`config.mk`:
```
export PLATFORM = sky130hd
export DESIGN_NAME = hss_envelope_flat
export DESIGN_NICKNAME = d
export VERILOG_FILES = /design/src/rtl/hss_envelope_if.sv /design/src/rtl/hss_envelope.sv /design/src/flat_wrapper.sv
export SDC_FILE = /design/constraint.sdc
export NUM_CORES = 1
export LEC_CHECK = 0
export CELL_PAD_IN_SITES_DETAIL_PLACEMENT = 0
export CELL_PAD_IN_SITES_GLOBAL_PLACEMENT = 1
export CORE_MARGIN = 2
export CORE_UTILIZATION = 45
export DETAILED_ROUTE_END_ITERATION = 7
export PLACE_DENSITY = 0.75
export SYNTH_ARGS = -nofsm -noshare
export SYNTH_HDL_FRONTEND = slang
export SYNTH_SLANG_ARGS = --single-unit
export TNS_END_PERCENT = 50
```
`constraint.sdc`:
```
create_clock -name i_clk -period 4.8 [get_ports i_clk]
set_input_delay 0.72 -clock i_clk [delete_from_list [all_inputs] [get_ports i_clk]]
set_output_delay 0.72 -clock i_clk [all_outputs]
set_load 0.02 [all_outputs]
```
`src/rtl/hss_envelope_if.sv`:
```
// Stream bundle between the low-pass filter, the envelope extractor and its consumer.
// The master side drives samples, clear and ready; the slave side returns the envelope.
interface hss_envelope_if;
  logic        clr;
  logic        in_valid;
  logic [15:0] in_data;
  logic        out_valid;
  logic        out_ready;
  logic [15:0] out_data;
  logic        overrun;

  modport master (
    output clr, in_valid, in_data, out_ready,
    input  out_valid, out_data, overrun
  );

  modport slave (
    input  clr, in_valid, in_data, out_ready,
    output out_valid, out_data, overrun
  );
endinterface

```
`src/rtl/hss_envelope.sv`:
```
// Rectifies filtered samples, averages them over a 2^WIN_LOG2 sliding window and
// emits one decimated envelope sample per DEC inputs over a valid/ready handshake.
module hss_envelope #(
  parameter int WIN_LOG2 = 5,
  parameter int DEC      = 8
) (
  input logic           i_clk,
  input logic           i_rst_n,
  hss_envelope_if.slave bus
);

  localparam int W     = 1 << WIN_LOG2;
  localparam int SUM_W = 16 + WIN_LOG2;
  localparam int CNT_W = (DEC > 1) ? $clog2(DEC) : 1;

  typedef enum logic {FILL, RUN} state_t;

  state_t               r_state;
  state_t               w_stateNext;
  logic [14:0]          r_absR;
  logic                 r_v1;
  logic [14:0]          r_buf [W];
  logic [WIN_LOG2-1:0]  r_wrPtr;
  logic [WIN_LOG2:0]    r_fill;
  logic [SUM_W-1:0]     r_sum;
  logic [CNT_W-1:0]     r_decCnt;
  logic                 r_emit;
  logic [15:0]          r_avg;
  logic                 r_avgEmit;
  logic [15:0]          r_outData;
  logic                 r_outValid;
  logic                 r_overrun;
  logic [14:0]          w_abs;
  logic [14:0]          w_oldest;
  logic [SUM_W-1:0]     w_sumNext;
  logic [15:0]          w_avg;

  // -32768 has no positive counterpart in 16 bits, so it saturates to 32767.
  always_comb begin
    w_abs = bus.in_data[14:0];
    if (bus.in_data == 16'h8000) begin
      w_abs = 15'h7FFF;
    end else if (bus.in_data[15]) begin
      w_abs = (~bus.in_data[14:0]) + 15'd1;
    end
  end

  always_comb begin
    w_oldest  = (r_state == RUN) ? r_buf[r_wrPtr] : 15'd0;
    w_sumNext = r_sum + SUM_W'(r_absR) - SUM_W'(w_oldest);
    w_avg     = 16'(r_sum >> WIN_LOG2);
  end

  always_comb begin
    w_stateNext = r_state;
    if (bus.clr) begin
      w_stateNext = FILL;
    end else if (r_state == FILL && r_v1 && r_fill == (WIN_LOG2+1)'(W - 1)) begin
      w_stateNext = RUN;
    end
  end

  always_ff @(posedge i_clk or negedge i_rst_n) begin
    if (!i_rst_n) begin
      r_state <= FILL;
    end else begin
      r_state <= w_stateNext;
    end
  end

  always_ff @(posedge i_clk or negedge i_rst_n) begin
    if (!i_rst_n) begin
      r_absR <= '0;
      r_v1   <= 1'b0;
    end else if (bus.clr) begin
      r_absR <= '0;
      r_v1   <= 1'b0;
    end else begin
      r_v1 <= bus.in_valid;
      if (bus.in_valid) begin
        r_absR <= w_abs;
      end
    end
  end

  // Window storage is never reset; the FILL state masks slots not yet written.
  always_ff @(posedge i_clk) begin
    if (r_v1 && !bus.clr) begin
      r_buf[r_wrPtr] <= r_absR;
    end
  end

  always_ff @(posedge i_clk or negedge i_rst_n) begin
    if (!i_rst_n) begin
      r_sum    <= '0;
      r_wrPtr  <= '0;
      r_fill   <= '0;
      r_decCnt <= '0;
      r_emit   <= 1'b0;
    end else if (bus.clr) begin
      r_sum    <= '0;
      r_wrPtr  <= '0;
      r_fill   <= '0;
      r_decCnt <= '0;
      r_emit   <= 1'b0;
    end else begin
      r_emit <= 1'b0;
      if (r_v1) begin
        r_sum   <= w_sumNext;
        r_wrPtr <= r_wrPtr + WIN_LOG2'(1);
        if (r_fill != (WIN_LOG2+1)'(W)) begin
          r_fill <= r_fill + (WIN_LOG2+1)'(1);
        end
        if (r_decCnt == CNT_W'(DEC - 1)) begin
          r_decCnt <= '0;
          r_emit   <= 1'b1;
        end else begin
          r_decCnt <= r_decCnt + CNT_W'(1);
        end
      end
    end
  end

  // Registered divide stage keeps the window adder off the output register path.
  always_ff @(posedge i_clk or negedge i_rst_n) begin
    if (!i_rst_n) begin
      r_avg     <= '0;
      r_avgEmit <= 1'b0;
    end else if (bus.clr) begin
      r_avg     <= '0;
      r_avgEmit <= 1'b0;
    end else begin
      r_avgEmit <= r_emit;
      if (r_emit) begin
        r_avg <= w_avg;
      end
    end
  end

  always_ff @(posedge i_clk or negedge i_rst_n) begin
    if (!i_rst_n) begin
      r_outData  <= '0;
      r_outValid <= 1'b0;
      r_overrun  <= 1'b0;
    end else if (bus.clr) begin
      r_outData  <= '0;
      r_outValid <= 1'b0;
      r_overrun  <= 1'b0;
    end else begin
      r_overrun <= r_avgEmit && r_outValid && !bus.out_ready;
      if (r_avgEmit) begin
        r_outData  <= r_avg;
        r_outValid <= 1'b1;
      end else if (r_outValid && bus.out_ready) begin
        r_outValid <= 1'b0;
      end
    end
  end

  assign bus.out_valid = r_outValid;
  assign bus.out_data  = r_outData;
  assign bus.overrun   = r_overrun;

endmodule

```
`src/flat_wrapper.sv`:
```
// flat-port wrapper written by rule: the top's interface ports become plain ports
module hss_envelope_flat 
#(
  parameter int WIN_LOG2 = 5,
  parameter int DEC      = 8
)
  (i_clk, i_rst_n, bus_clr, bus_in_valid, bus_in_data, bus_out_ready, bus_out_valid, bus_out_data, bus_overrun);
  hss_envelope_if bus_i ();
  input logic i_clk;
  input logic i_rst_n;
  input wire logic [$bits(bus_i.clr)-1:0] bus_clr;
  input wire logic [$bits(bus_i.in_valid)-1:0] bus_in_valid;
  input wire logic [$bits(bus_i.in_data)-1:0] bus_in_data;
  input wire logic [$bits(bus_i.out_ready)-1:0] bus_out_ready;
  output wire logic [$bits(bus_i.out_valid)-1:0] bus_out_valid;
  output wire logic [$bits(bus_i.out_data)-1:0] bus_out_data;
  output wire logic [$bits(bus_i.overrun)-1:0] bus_overrun;
  assign bus_i.clr = bus_clr;
  assign bus_i.in_valid = bus_in_valid;
  assign bus_i.in_data = bus_in_data;
  assign bus_i.out_ready = bus_out_ready;
  assign bus_out_valid = bus_i.out_valid;
  assign bus_out_data = bus_i.out_data;
  assign bus_overrun = bus_i.overrun;
  hss_envelope #(.WIN_LOG2(WIN_LOG2), .DEC(DEC)) u_core (.i_clk(i_clk), .i_rst_n(i_rst_n), .bus(bus_i));
endmodule
```
After elaboration in Yosys (flattened, before gate mapping)
Memory sizes are Yosys's and may differ from the RTL's.
Cells that the tools add are included.
{ "classes": {"muxes": 32, "n_bitwise": 2, "n_reduce_logical": 16, "n_eq_ne": 4, "n_addsub": 6} }
{ "op_table": {"columns": ["cell", "n"], "rows": [
  ["$mux W15", 5],
  ["$mux W16", 4],
  ["$mux W21", 2],
  ["$add A21 B15 Y21", 1],
  ["$sub A21 B15 Y21", 1],
  ["$mux W6", 3],
  ["$eq A16 B16 Y1 const B", 1],
  ["$add A15 B1 Y15 const B", 1],
  ["$not A15 Y15", 1],
  ["$mux W1", 13],
  ["$reduce_bool A2 Y1", 6],
  ["$mux W5", 2],
  ["$mux W3", 3],
  ["$add A6 B1 Y6 const B", 1],
  ["$eq A6 B5 Y1 const B", 1],
  ["$logic_and A1 B1 Y1", 6],
  ["$ne A6 B6 Y1 const B", 1],
  ["$add A5 B1 Y5 const B", 1],
  ["$add A3 B1 Y3 const B", 1],
  ["$eq A3 B3 Y1 const B", 1],
  ["$reduce_bool A3 Y1", 1],
  ["$logic_not A1 Y1", 2],
  ["$reduce_and A2 Y1", 1],
  ["$not A1 Y1", 1]
]} }
{ "totals": {"wordCells": 74, "register_bits": 88, "input_bits": 21, "n_memories": 1, "ramBits": 480, "out_inout_bits": 18} }
{ "memory_table": {"columns": ["memory", "words", "word_bits", "rd", "rd_ports_with_merged_regs", "write_ports", "line_no", "rtl"], "rows": [
  ["u_core.r_buf", 32, 15, 1, 0, 1, "hss_envelope.sv:22", "logic [14:0] r_buf [W];"]
]} }

Logic depth before layout (Yosys ltp)
{ "logic_depth": {"ltp_word": 6, "ltp_mapped": 18, "mapped_depth_nobuf": 16} }

Worst setup path before layout
Ideal clock, no wire load.
{ "synth_timing": {"path_kind": "reg2reg", "startpoint": "register u_core.r_wrPtr[0]", "endpoint": "register u_core.r_sum[20]", "path_buffers": 3, "synth_period_minus_slack_ns": 4.777, "arrival_time_ns": 4.652, "setup_slack_ns": 0.023, "setup_time_ns": 0.125, "required_ns": 4.675, "stages_incl_launch_ff": 16, "path_cell_list": "dfrtp_1 > clkbuf_1 > buf_1 > buf_2 > mux4_2 > a22oi_1 > a31oi_1 > fa_1 > fa_1 > nor2b_1 > o2111ai_1 > a21oi_1 > a21oi_1 > o21ai_0 > mux2i_1 > mux2_2"} }
{ "synth_via": {"elab_chain_len": 5} }
{ "synth_rtl": {"columns": ["element", "line_no", "rtl"], "rows": [
  ["start: declaration", "hss_envelope.sv:23", "logic [WIN_LOG2-1:0] r_wrPtr;"],
  ["start signal: assignment", "hss_envelope.sv:110", "r_wrPtr <= r_wrPtr + WIN_LOG2'(1);"],
  ["$mem_v2 Z32 W15", null, null],
  ["$mux W15", "hss_envelope.sv:49", "w_oldest = (r_state == RUN) ? r_buf[r_wrPtr] : 15'd0;"],
  ["$sub A21 B15 Y21", "hss_envelope.sv:50", "w_sumNext = r_sum + SUM_W'(r_absR) - SUM_W'(w_oldest);"],
  ["$mux W21", "hss_envelope.sv:108", "if (r_v1) begin"],
  ["$mux W21", "hss_envelope.sv:100", "end else if (bus.clr) begin"],
  ["end signal: assignment", "hss_envelope.sv:109", "r_sum <= w_sumNext;"],
  ["end: declaration", "hss_envelope.sv:25", "logic [SUM_W-1:0] r_sum;"]
]} }
Every way passes these cells. The select of a mux whose other input is x is not followed.
A chain may end at the register's enable or synchronous reset.

Worst setup path after layout
{ "layout_timing": {"startpoint": "register u_core.r_wrPtr[0]", "endpoint": "register u_core.r_sum[14]"} }
The elaborated chain is that of the path after synthesis.

==> impl_summary.txt <==
----------------------------------------------------
[Clock tree]
  Number of hold-repair buffers added at the cts stage ... 0
  Cell at the root of the clock tree ... clkbuf_16
  Total number of clock tree sinks ... 568
  Inserted Clock Buffers ... 56
  TritonCTS clock tree ... yes
  H-tree levels ... 2
  Clock-pin slew reported for the worst setup and hold paths after clock tree synthesis ... 70 ps
  CTS max path bufs ... 3
  Clk Latency, worst-skew pair ... 610 ps

[Global routing]
  Overall fraction of global-route tracks in use ... 20.8%
  Overall overflow remaining after global route ... 0
  Number of global-route vias before repair ... 13000
  Initial antenna violation count ... 1
  Wire length of the first global-routing pass ... 82800 um
  Largest net degree at the start of global routing ... 64

[Cells and area]
  Core occupancy in the finished layout ... 53.2%
  Area added between synthesis and finish ... 17.5%
  Storage element area ... 16600 um2
  Antenna fix cells ... 0
  Number of filler instances in the final layout ... 4076
  Multi-input gate area ... 6560 um2
  Fraction of final layout cells sized beyond drive strength 1 ... 24.4%
  Final Net Count ... 1596
  Final non-filler cell area ... 27800 um2

[Setup path]
  Crit Reg-Reg Startpoint ... u_core.r_wrPtr[0]
  Cell with the largest stage delay on the worst path ... mux4_2
  Internal reg-to-reg setup slack ... 150 ps
  Most numerous cell on the critical path ... buf_4
  Arrival time of data at the critical path endpoint ... 5140 ps
  Category of the worst setup path launch point ... flop
  Worst r2r dst ... u_core.r_sum[14]
  Kind of capture point of the worst setup path ... flop
  Worst Path Class, Setup ... reg2reg
  Family with the most delay on the worst path ... compound AO/OA/AOI/OAI gates
  Combined buffer and inverter count along the critical path ... 6
  Worst Reg-to-Reg Cells ... 18
  Largest fanout on the critical path ... 14
  Maximum cell stage delay along the critical path ... 550 ps
  Cells along the critical path ... buf_4 > buf_12 > buf_4 > mux4_2 > a22oi_1 > a31oi_1 > fa_1 > inv_1 > ha_1 > a21o_1 > a21oi_1 > a21oi_1 > buf_4 > o21bai_1 > buf_4 > a211oi_2 > or3_1 > a32o_1
  Data required time at the worst endpoint ... 5290 ps

[Place]
  Final weighted congestion in routability-driven placement ... 0.876
  Placement-stage cell area ... 25700 um2
  Count of port buffers added during placement ... 38
  Post-detailed-placement half-perimeter wirelength ... 35400 um

[Drt]
  Vias/cell ... 5.71
  Drt pass-1 iters ... 5
  Total wire length after detailed routing ... 55300 um
  Via count of the routed design ... 12900
  Starting DRT DRC Count ... 1242
  DRC violation count after routing ... 0
  Wirelength per Cell ... 24.4 um
  Residual antenna-violating net count after detailed routing ... 0

[Power]
  Total power divided by cell area ... 431 nW/um2
  Leakage power summed over all cells ... 9.63 nW
  Max rail drop VDD ... 0.238 mV

[STA]
  Relative slew slack ... 36.1%
  Layout Skew ... 18.5 ps
  Slew of the pin with the lowest slew margin ... 959 ps
  Crit path time final ... 4650 ps
  Final setup vio count ... 0
  Final max-slew violation count ... 0
  Achievable frequency ... 0.215 GHz
  Number of failing hold endpoints at the final stage ... 0
  Final period util ... 96.8%
  Unrepaired setup endpoints after global routing ... true

[Run]
  Max-cap viol count ... 0

[Yosys]
  Number of flops mapped to enable cells by yosys ... 480
  Synth warn ... 0
  Combined area of all synthesized cells ... 23700 um2
  Post-Synthesis Net Count ... 1427
  Proportion of register bits with asynchronous set or reset after synthesis ... 15.5%
  Top FF cell, synth ... edfxtp_1
  Sequential area share after synthesis ... 70.2%
  Largest cells by area after synthesis ... edfxtp_1 61%, mux4_2 11%, dfrtp_1 9.3%
  Post-Synthesis Mean Instance Area ... 17.4 um2
  #FFs+latches synth ... 568
  Cell taking the most area after synthesis ... edfxtp_1
  Count of unique library cells instantiated by Yosys ... 64
  Synth Instances ... 1361
  Area share of the largest cell type after synthesis ... 60.9%

[Floorplan]
  Row count ... 84
  Total die area ... 54400 um2
  Core Region ... 52200 um2
  Die height ... 233 um
  Horizontal die dimension ... 233 um
  Starting utilization of the core area ... 45.3%
  I/O pin cnt ... 39

[Worst hold path]
  Class of the worst hold path ... in2async

[Run status]
  Outcome ... finished, final reports clean

----------------------------------------------------
[state kept, by name, summed over array words and instances (netlist names), 3 cells and up]
name / count
u_core.r_wrPtr: 5
u_core.r_absR: 15
u_core.r_buf: 480
u_core.r_sum: 21
u_core.r_decCnt: 3
u_core.r_fill: 6
u_core.r_avg: 16
u_core.bus.out_data: 16
[kinds of logic (layout without fill, tap and decap cells)]
logic type	after synthesis	after routing	synth area share, %
flops	568	568	70.2
simple gates	216	216	4.23
mux	166	166	13.4
xor+xnor	28	28	1.04
buf+inv	152	368	2.45
fa+ha+maj	45	45	2.86
compound gates	186	186	5.83
[report_power, final]
part | internal (mW) | switching (mW) | total (mW)
Clock | 2.59 | 1.83 | 4.43
Sequential | 5.46 | 0.0686 | 5.53
Combinational | 0.914 | 1.11 | 2.02
Total | 8.96 | 3.01 | 12.0
[worst max path at each step]
stage	endpoint	slack (ps)	from	depth (start not counted)
floorplan	u_core.r_sum[20]	20	u_core.r_wrPtr[0]	15
global placement	u_core.r_sum[15]	-50	u_core.r_wrPtr[0]	16
detailed placement	u_core.r_sum[20]	-120	u_core.r_wrPtr[0]	16
CTS	u_core.r_sum[14]	20	u_core.r_wrPtr[0]	18
global route	u_core.r_sum[14]	-40	u_core.r_wrPtr[0]	18
finish	u_core.r_sum[14]	150	u_core.r_wrPtr[0]	18
[timing repair]
| action | in CTS | in global routing |
|---|---|---|
| setup buffers | 0 | 12 |
| gates resized for setup | 3 | 12 |
| endpoints found under the setup margin | 7 | 9 |
| pin swaps | 0 | 0 |
[per-stage QoR]
step / instances / setup WS (ps) / power [mW] / hold slack [ps] / TNS, ps
4_1_cts: 2253 / 17.6 / 12.0 / 196 / 0
6_report: 2265 / 152 / 12.0 / 198 / 0
2_1_floorplan: 1361 / 23.5 / 6.85 / 424 / 0
3_3_place_gp: 2148 / -47.9 / 7.59 / 500 / -164
5_1_grt: 2265 / -36.6 / 12.5 / 249 / -36.6
3_5_place_dp: 2148 / -123 / 7.60 / 504 / -463
[synthesized netlist by cell type, types with 2 or more instances]
cell,instances
inv_1,82
nor3_1,8
xnor2_1,13
and3_1,3
nand2b_1,6
a22o_1,15
ha_1,30
and2_1,3
a21oi_1,31
o41ai_1,4
nand4_1,8
o21a_1,2
nand2_1,30
nor2b_1,5
a31oi_1,19
o211ai_1,3
nor2_1,122
a211oi_2,10
and3b_1,3
clkbuf_1,54
mux4_2,120
nand3b_1,3
mux2i_1,45
nand3_1,4
o21ai_0,14
a221oi_1,15
or4_1,2
xor2_1,15
fa_1,15
a211oi_1,7
o221ai_1,2
buf_2,2
or3b_2,2
dfrtp_1,88
or4_4,2
o22ai_1,4
edfxtp_1,480
a22oi_1,30
a21o_1,12
buf_1,13
o21bai_1,3
or2_2,2
o31ai_1,3
or3_1,7
[final cells by class]
cell class / count / share of cell area, %
inverters: 82 / 1.11
well taps: 688 / 3.10
clock buffers: 72 / 5.54
clock inverters: 33 / 1.18
flip-flops and latches: 568 / 59.8
repair buffers: 181 / 5.71
multi-input cells: 641 / 23.6
[cell usage in the layout, fill, tap and decap left out, types with 9 or more instances in the layout]
master,instances
edfxtp_1,480
buf_4,134
nor2_1,121
mux4_2,120
dfrtp_1,86
inv_1,82
clkbuf_16,58
mux2i_1,45
clkdlybuf4s50_1,36
a21oi_1,31
a22oi_1,30
nand2_1,30
ha_1,30
a31oi_1,18
a22o_1,15
xor2_1,15
fa_1,15
o21ai_0,13
xnor2_1,13
a21o_1,12
clkinv_1,12
a211oi_2,11
buf_12,11
clkinv_2,10
clkbuf_1,9
[layer usage]
layer,routed length [um],up-vias,track usage [%]
met5,0,-,0
met4,1490,0,6.21
met3,3590,78,4.13
met2,26500,401,33.3
met1,23800,6774,28.9
li1,-,5680,-
No activity file was read; power rests on OpenSTA's default activity.
